[config.mk]
export PLATFORM = sky130hd
export DESIGN_NAME = alu_reservation_station
export DESIGN_NICKNAME = d
export VERILOG_FILES = /design/src/rtl/alu_reservation_station_pkg.sv /design/src/rtl/alu_reservation_station_rs_alu.sv /design/src/rtl/alu_reservation_station.sv
export SDC_FILE = /design/constraint.sdc
export NUM_CORES = 2
export LEC_CHECK = 0
export BUFFER_PORTS_ARGS = -buffer_cell sky130_fd_sc_hd__buf_2
export CAP_MARGIN = 20
export CORE_AREA = 5 5 460 462
export CTS_BUF_LIST = sky130_fd_sc_hd__clkbuf_16
export CTS_CLUSTER_SIZE = 16
export DETAILED_ROUTE_END_ITERATION = 6
export DIE_AREA = 0 0 465 467
export GPL_TIMING_DRIVEN = 0
export PLACE_DENSITY = 0.56
export SYNTH_ARGS = -nofsm -noshare
export SYNTH_HDL_FRONTEND = slang
export SYNTH_HIERARCHICAL = 1
export SYNTH_SLANG_ARGS = --single-unit
[constraint.sdc]
create_clock -name clk_in -period 9.65 [get_ports clk_in]
set_input_delay 0.4825 -clock clk_in [delete_from_list [all_inputs] [get_ports clk_in]]
set_output_delay 0.4825 -clock clk_in [all_outputs]
set_load 0.03 [all_outputs]
[src/rtl/alu_reservation_station_pkg.sv]
// Shared opcode codes and tag helpers for the ALU reservation station.
// Latency: n/a (constants and pure functions only).
// Backpressure: n/a.
package alu_reservation_station_pkg;

    // Internal opcode encoding shared by dispatcher and decoder (jalr..andr)
    typedef enum logic [6:0] {
        OP_NONE  = 7'd0,
        OP_JALR  = 7'd1,
        OP_BEQ   = 7'd2,
        OP_BNE   = 7'd3,
        OP_BLT   = 7'd4,
        OP_BGE   = 7'd5,
        OP_BLTU  = 7'd6,
        OP_BGEU  = 7'd7,
        OP_ADDI  = 7'd8,
        OP_SLTI  = 7'd9,
        OP_SLTIU = 7'd10,
        OP_XORI  = 7'd11,
        OP_ORI   = 7'd12,
        OP_ANDI  = 7'd13,
        OP_SLLI  = 7'd14,
        OP_SRLI  = 7'd15,
        OP_SRAI  = 7'd16,
        OP_ADD   = 7'd17,
        OP_SUB   = 7'd18,
        OP_SLL   = 7'd19,
        OP_SLT   = 7'd20,
        OP_SLTU  = 7'd21,
        OP_XORR  = 7'd22,
        OP_SRL   = 7'd23,
        OP_SRA   = 7'd24,
        OP_ORR   = 7'd25,
        OP_ANDR  = 7'd26
    } opcode_e;

    // Producer tag meaning "operand already valid": one past the last RoB index
    function automatic int non_dep(input int rob_width);
        return 1 << rob_width;
    endfunction

endpackage

[src/rtl/alu_reservation_station_rs_alu.sv]
// Combinational ALU: arithmetic/logic results, branch targets and jalr targets.
// Latency: purely combinational.
// Backpressure: none; output follows inputs.
module rs_alu
    import alu_reservation_station_pkg::*;
(
    input  logic [6:0]  opcode_i,
    input  logic [31:0] vj_i,
    input  logic [31:0] vk_i,
    input  logic [31:0] imm_i,
    input  logic [31:0] pc_i,
    output logic [31:0] data_o
);
    logic taken;
    logic branch;

    // Decode the opcode; branches select between target and fall-through
    always_comb begin
        data_o = '0;
        taken  = 1'b0;
        branch = 1'b0;
        case (opcode_i)
            OP_JALR:  data_o = (vj_i + imm_i) & ~32'd1;
            OP_BEQ:   begin branch = 1'b1; taken = (vj_i == vk_i); end
            OP_BNE:   begin branch = 1'b1; taken = (vj_i != vk_i); end
            OP_BLT:   begin branch = 1'b1; taken = ($signed(vj_i) < $signed(vk_i)); end
            OP_BGE:   begin branch = 1'b1; taken = ($signed(vj_i) >= $signed(vk_i)); end
            OP_BLTU:  begin branch = 1'b1; taken = (vj_i < vk_i); end
            OP_BGEU:  begin branch = 1'b1; taken = (vj_i >= vk_i); end
            OP_ADDI:  data_o = vj_i + imm_i;
            OP_SLTI:  data_o = {31'd0, ($signed(vj_i) < $signed(imm_i))};
            OP_SLTIU: data_o = {31'd0, (vj_i < imm_i)};
            OP_XORI:  data_o = vj_i ^ imm_i;
            OP_ORI:   data_o = vj_i | imm_i;
            OP_ANDI:  data_o = vj_i & imm_i;
            OP_SLLI:  data_o = vj_i << imm_i[4:0];
            OP_SRLI:  data_o = vj_i >> imm_i[4:0];
            OP_SRAI:  data_o = $unsigned($signed(vj_i) >>> imm_i[4:0]);
            OP_ADD:   data_o = vj_i + vk_i;
            OP_SUB:   data_o = vj_i - vk_i;
            OP_SLL:   data_o = vj_i << vk_i[4:0];
            OP_SLT:   data_o = {31'd0, ($signed(vj_i) < $signed(vk_i))};
            OP_SLTU:  data_o = {31'd0, (vj_i < vk_i)};
            OP_XORR:  data_o = vj_i ^ vk_i;
            OP_SRL:   data_o = vj_i >> vk_i[4:0];
            OP_SRA:   data_o = $unsigned($signed(vj_i) >>> vk_i[4:0]);
            OP_ORR:   data_o = vj_i | vk_i;
            OP_ANDR:  data_o = vj_i & vk_i;
            default:  data_o = '0;
        endcase
        if (branch) begin
            data_o = taken ? (pc_i + imm_i) : (pc_i + 32'd4);
        end
    end

endmodule

[src/rtl/alu_reservation_station.sv]
// Reservation station holding ALU/branch/jalr ops; issues oldest ready entry through an embedded ALU.
// Latency: an op ready when written is registered on the result port one edge later.
// Backpressure: result held stable while RS_update_en && !RS_update_ready; no issue until accepted.
module alu_reservation_station
    import alu_reservation_station_pkg::*;
#(
    parameter int RS_WIDTH  = 3,
    parameter int RS_SIZE   = 1 << RS_WIDTH,
    parameter int RoB_WIDTH = 3,
    parameter int NON_DEP   = non_dep(RoB_WIDTH),
    parameter int CDB_NUM   = 2
) (
    input  logic                         clk_in,
    input  logic                         rst_in,
    input  logic                         rdy_in,
    input  logic                         new_entry_en,
    input  logic [RoB_WIDTH-1:0]         new_entry_robEntry,
    input  logic [6:0]                   new_entry_opcode,
    input  logic [31:0]                  new_entry_Vj,
    input  logic [31:0]                  new_entry_Vk,
    input  logic [RoB_WIDTH:0]           new_entry_Qj,
    input  logic [RoB_WIDTH:0]           new_entry_Qk,
    input  logic [31:0]                  new_entry_imm,
    input  logic [31:0]                  new_entry_pc,
    input  logic [CDB_NUM-1:0]           CDB_en,
    input  logic [CDB_NUM*RoB_WIDTH-1:0] CDB_index,
    input  logic [CDB_NUM*32-1:0]        CDB_data,
    output logic                         RS_update_en,
    output logic [RoB_WIDTH-1:0]         RS_update_index,
    output logic [31:0]                  RS_update_data,
    input  logic                         RS_update_ready,
    input  logic                         flush_signal,
    output logic                         isEmpty,
    output logic                         isFull,
    output logic [RS_WIDTH:0]            count
);
    localparam logic [RoB_WIDTH:0] ND = (RoB_WIDTH+1)'(NON_DEP);

    logic [RS_SIZE-1:0]   busy_q;
    logic [RoB_WIDTH-1:0] rob_q [RS_SIZE];
    logic [6:0]           op_q  [RS_SIZE];
    logic [31:0]          vj_q  [RS_SIZE];
    logic [31:0]          vk_q  [RS_SIZE];
    logic [RoB_WIDTH:0]   qj_q  [RS_SIZE];
    logic [RoB_WIDTH:0]   qk_q  [RS_SIZE];
    logic [31:0]          imm_q [RS_SIZE];
    logic [31:0]          pc_q  [RS_SIZE];
    // age_q[a][b] set means entry a was dispatched before entry b
    logic [RS_SIZE-1:0]   age_q [RS_SIZE];

    logic                 upd_en_q;
    logic [RoB_WIDTH-1:0] upd_idx_q;
    logic [31:0]          upd_dat_q;

    logic [32:0]          sj [RS_SIZE];
    logic [32:0]          sk [RS_SIZE];
    logic [32:0]          new_sj;
    logic [32:0]          new_sk;
    logic [RS_SIZE-1:0]   ready;
    logic [RS_WIDTH-1:0]  free_idx;
    logic [RS_WIDTH-1:0]  sel_idx;
    logic                 sel_vld;
    logic                 issue;
    logic                 dispatch;
    logic [31:0]          alu_dat;

    // Returns {hit, data}; bus 0 wins when several buses carry the tag
    function automatic logic [32:0] snoop(input logic [RoB_WIDTH:0]           tag,
                                          input logic [CDB_NUM-1:0]           en,
                                          input logic [CDB_NUM*RoB_WIDTH-1:0] idx,
                                          input logic [CDB_NUM*32-1:0]        dat);
        logic [32:0] r;
        r = '0;
        for (int k = CDB_NUM - 1; k >= 0; k--) begin
            if (en[k] && (tag == {1'b0, idx[k*RoB_WIDTH +: RoB_WIDTH]})) begin
                r = {1'b1, dat[k*32 +: 32]};
            end
        end
        return r;
    endfunction

    // Operand snooping, ready vector, lowest idle slot and oldest ready entry
    always_comb begin
        logic older;
        older    = 1'b0;
        new_sj   = snoop(new_entry_Qj, CDB_en, CDB_index, CDB_data);
        new_sk   = snoop(new_entry_Qk, CDB_en, CDB_index, CDB_data);
        free_idx = '0;
        sel_idx  = '0;
        sel_vld  = 1'b0;
        for (int i = RS_SIZE - 1; i >= 0; i--) begin
            sj[i]    = snoop(qj_q[i], CDB_en, CDB_index, CDB_data);
            sk[i]    = snoop(qk_q[i], CDB_en, CDB_index, CDB_data);
            ready[i] = busy_q[i] && (qj_q[i] == ND) && (qk_q[i] == ND);
            if (!busy_q[i]) begin
                free_idx = RS_WIDTH'(i);
            end
        end
        for (int i = 0; i < RS_SIZE; i++) begin
            older = 1'b0;
            for (int j = 0; j < RS_SIZE; j++) begin
                if (ready[j] && age_q[j][i]) begin
                    older = 1'b1;
                end
            end
            if (ready[i] && !older) begin
                sel_vld = 1'b1;
                sel_idx = RS_WIDTH'(i);
            end
        end
    end

    // Occupancy count derived from the busy bits
    always_comb begin
        count = '0;
        for (int i = 0; i < RS_SIZE; i++) begin
            count = count + {{RS_WIDTH{1'b0}}, busy_q[i]};
        end
    end

    assign isEmpty         = ~|busy_q;
    assign isFull          = &busy_q;
    assign issue           = sel_vld && (!upd_en_q || RS_update_ready);
    assign dispatch        = new_entry_en && !isFull;
    assign RS_update_en    = upd_en_q;
    assign RS_update_index = upd_idx_q;
    assign RS_update_data  = upd_dat_q;

    rs_alu u_alu (
        .opcode_i (op_q[sel_idx]),
        .vj_i     (vj_q[sel_idx]),
        .vk_i     (vk_q[sel_idx]),
        .imm_i    (imm_q[sel_idx]),
        .pc_i     (pc_q[sel_idx]),
        .data_o   (alu_dat)
    );

    // Entry state, wakeup, issue, dispatch and age tracking
    always_ff @(posedge clk_in) begin
        if (!rst_in) begin
            for (int i = 0; i < RS_SIZE; i++) begin
                qj_q[i]  <= ND;
                qk_q[i]  <= ND;
                age_q[i] <= '0;
            end
            busy_q    <= '0;
            upd_en_q  <= 1'b0;
            upd_idx_q <= '0;
            upd_dat_q <= '0;
        end else if (rdy_in) begin
            if (flush_signal) begin
                for (int i = 0; i < RS_SIZE; i++) begin
                    qj_q[i]  <= ND;
                    qk_q[i]  <= ND;
                    age_q[i] <= '0;
                end
                busy_q   <= '0;
                upd_en_q <= 1'b0;
            end else begin
                for (int i = 0; i < RS_SIZE; i++) begin
                    if (busy_q[i] && sj[i][32]) begin
                        qj_q[i] <= ND;
                        vj_q[i] <= sj[i][31:0];
                    end
                    if (busy_q[i] && sk[i][32]) begin
                        qk_q[i] <= ND;
                        vk_q[i] <= sk[i][31:0];
                    end
                end
                if (issue) begin
                    busy_q[sel_idx] <= 1'b0;
                    upd_en_q        <= 1'b1;
                    upd_idx_q       <= rob_q[sel_idx];
                    upd_dat_q       <= alu_dat;
                end else if (RS_update_ready) begin
                    upd_en_q <= 1'b0;
                end
                if (dispatch) begin
                    busy_q[free_idx] <= 1'b1;
                    rob_q[free_idx]  <= new_entry_robEntry;
                    op_q[free_idx]   <= new_entry_opcode;
                    imm_q[free_idx]  <= new_entry_imm;
                    pc_q[free_idx]   <= new_entry_pc;
                    qj_q[free_idx]   <= new_sj[32] ? ND : new_entry_Qj;
                    vj_q[free_idx]   <= new_sj[32] ? new_sj[31:0] : new_entry_Vj;
                    qk_q[free_idx]   <= new_sk[32] ? ND : new_entry_Qk;
                    vk_q[free_idx]   <= new_sk[32] ? new_sk[31:0] : new_entry_Vk;
                    for (int j = 0; j < RS_SIZE; j++) begin
                        age_q[free_idx][j] <= 1'b0;
                        age_q[j][free_idx] <= (RS_WIDTH'(j) != free_idx);
                    end
                end
            end
        end
    end

endmodule

==> flow_summary.toml <==
[status]
status = "finished with violations"
violations = "design-rule violations, negative setup slack"

[route]
wl_um = 467000
via_per_inst = 6.75
first_pass_iters = 7
num_vias = 77900
drc = 40
ant_nets = 0
drt_iter0_markers = 12100
routedWlPerCell_um = 40.4

[worst_hold_path]
hold_class = "input port to register"

[finish]
final_cell_area_mm2 = 0.0958
multiInputGateArea_mm2 = 0.0422
final_common_cell = "edfxtp_1"
ff_latch_area_mm2 = 0.0372
nFillCells = 19400
syn_to_final_growth_pct = 16.5
layout.nets = 9104
final_cell_mix = "edfxtp_1 (1168), nand2_1 (1141), mux2i_1 (1063)"
drive_above_1_share = 0.116

[placement]
place_ws_ps = -4080
place_congestion = 1.07
hpwl_um = 360000
io_buffers = 192
dpl_cell_area_mm2 = 0.0896

[synthesis]
syn_nets = 8459
yosysUniqueCellTypes = 105
synth_top_family_by_area = "compound AO/OA/AOI/OAI gates"
synthMuxAreaShare = 0.143
synth-xor-area-share = 0.0234
synth-adder-area-share = 0.0267
yosys.area_share.simple = 0.121
synth_ff_type = "edfxtp_1"
synth-edff-count = 1168
yosys_warnings = 6
ys_ff_latch = 1276
synthArstFlopShare = 0
syn_avg_cell_area_um2 = 10.2
synth_seq_area_share = 0.453
syn_inst = 8064
netlist_area_mm2 = 0.0822
synth_compound_area_frac = 0.190

[clocking]
clock_path_buffers = 3
clock_latency_ps = 840
cts-buffers-inserted = 144
cts_tree = "yes"
htreeDepth = 4
clkTransAtPathRegs_ps = 60
cts.sinks = 1276
clockRootBuffer = "clkbuf_16"

[grt]
grt_max_degree = 48
grt_pass1_wl_um = 625000
antenna_found_initial = 24
grt_usage = 0.413
top_usage_layer = "met2"
first_global_vias = 73000
grt_use_met2 = 0.620
grt_util_met1 = 0.525
use_met3 = 0.0899
overflow = 0

[worst_setup_path]
slowest_stage = "buf_1"
path_class = "register to register"
critPathMaxStageDelay_ps = 780
required_ps = 10280
end_kind = "register"
arrival_ps = 10610
start_kind = "register"
cp_max_fo = 11

[timing]
clock.fmax_ghz = 0.100
skew_ps = 59.0
post-route-min-period_ps = 9980
finalHoldViolations = 0
finalWorstSetupSlack_ps = -328
report.final.slew_viol_count = 0
grt_setup_unrepaired = "yes"
setup_viol = 10
maxSlewHeadroom = 0.0903
post-route-period-util = 1.03
tightestPinTransition_ps = 1360

[floorplan]
die_w_um = 465
core_area_mm2 = 0.207
start_util = 0.398
rows = 167
chipHeight_um = 467
dieArea_mm2 = 0.217
io_pins = 266

[pwr]
irDropWorstVdd_v = 0.000175
p_leak_nw = 34.7
total_power_w = 0.0128
cellPowerDensity_mw_per_mm2 = 133

[job]
cap_violations = 0
-- critical path, delay by kind of cell, from the launching register on --
family	cells	cell delay (ps)
compound gates	12	3280
flops	1	470
mux	2	510
simple gates	6	1880
buf+inv	8	3590
-- worst paths after layout --
| check | start | end | slack (ps) | cells past startpoint |
|---|---|---|---|---|
| min | new_entry_imm[31] | imm_q[5][31] | 80 | 1 |
| max | qk_q[6][0] | RS_update_data[30] | -330 | 28 |
| min reg2reg | age_q[7][2] | age_q[7][2] | 440 | 2 |
| max reg2reg | qk_q[6][0] | RS_update_data[30] | -330 | 28 |
-- cells by family (layout without fill, tap and decap cells) --
| group | count (synthesis) | after routing |
|---|---|---|
| compound gates | 2154 | 2154 |
| xor+xnor | 220 | 220 |
| fa+ha+maj | 171 | 171 |
| buf+inv | 914 | 1667 |
| flops | 1276 | 1276 |
| mux | 1161 | 1161 |
| other cells | 0 | 17 |
| simple gates | 2168 | 2168 |
-- state kept, by name, summed over array words and instances (netlist names) --
name / count
RS_update_en: 1
RS_update_data: 32
vk_q: 256
vj_q: 256
qj_q: 32
qk_q: 32
RS_update_index: 3
op_q: 56
rob_q: 24
imm_q: 256
age_q: 64
busy_q: 8
pc_q: 256
-- metal layers --
layer  vias to the layer above  routed length (um)
li1                      32100                   -
met1                     38800              178000
met2                      5545              198000
met3                      1404               46200
met4                        12               43500
met5                         -                 156
-- synthesized netlist by cell type, drive strengths merged, types with 28 or more instances --
library cell | n | share of area
a211oi | 80 | 0.0073
a21boi | 43 | 0.0039
a21o | 47 | 0.0043
a21oi | 276 | 0.017
a221oi | 37 | 0.0039
a222oi | 81 | 0.0099
a22oi | 113 | 0.010
a311oi | 37 | 0.0039
a31oi | 57 | 0.0043
and2 | 40 | 0.0030
and3 | 48 | 0.0037
buf | 167 | 0.0092
clkbuf | 591 | 0.027
dfxtp | 108 | 0.026
edfxtp | 1168 | 0.43
ha | 163 | 0.025
inv | 152 | 0.0069
mux2 | 91 | 0.012
mux2i | 1066 | 0.13
nand2 | 1155 | 0.053
nand2b | 80 | 0.0061
nand3 | 138 | 0.0085
nand4 | 70 | 0.0053
nor2 | 313 | 0.014
nor2b | 62 | 0.0047
nor3 | 89 | 0.0054
nor3b | 34 | 0.0031
o211ai | 134 | 0.012
o21a | 29 | 0.0026
o21ai | 265 | 0.016
o21bai | 28 | 0.0026
o22a | 139 | 0.015
o22ai | 37 | 0.0028
o31ai | 531 | 0.048
xnor2 | 142 | 0.015
xor2 | 78 | 0.0083
-- power by group --
| group | internal (W) | switching (W) | leakage, nW |
|---|---|---|---|
| Combinational | 0.000370 | 0.000958 | 20.7 |
| Clock | 0.00294 | 0.00246 | 2.34 |
| Sequential | 0.00602 | 0.0000224 | 11.6 |
-- cell type report --
type | instances | area share
diodes | 17 | 0.000444
plain buffers | 753 | 0.0328
clock buffers | 146 | 0.0381
clock inverters | 108 | 0.00919
inverters | 156 | 0.00625
multi-input cells | 5874 | 0.440
flip-flops and latches | 1276 | 0.389
well taps | 2704 | 0.0353
repair buffers | 504 | 0.0491
-- what timing repair did --
item	4_1_cts	5_1_grt
pin swaps	15	2
endpoints found under the hold margin	582	0
resized for setup	140	36
setup endpoints to repair	32	24
setup buffers	31	4
hold buffers	73	0
-- stage by stage --
step	setup TNS, ps	hold WS [ps]	std cells	utilization
after CTS	0	16.9	11500	0.462
after detailed placement	-109410	435	11200	0.434
after global routing	-101	37.4	11500	0.463
final	-1130	75.4	11500	0.464
after global placement	-300640	429	11000	0.419
after floorplan	0	416	8064	-
(Power assumes the default switching activity.)
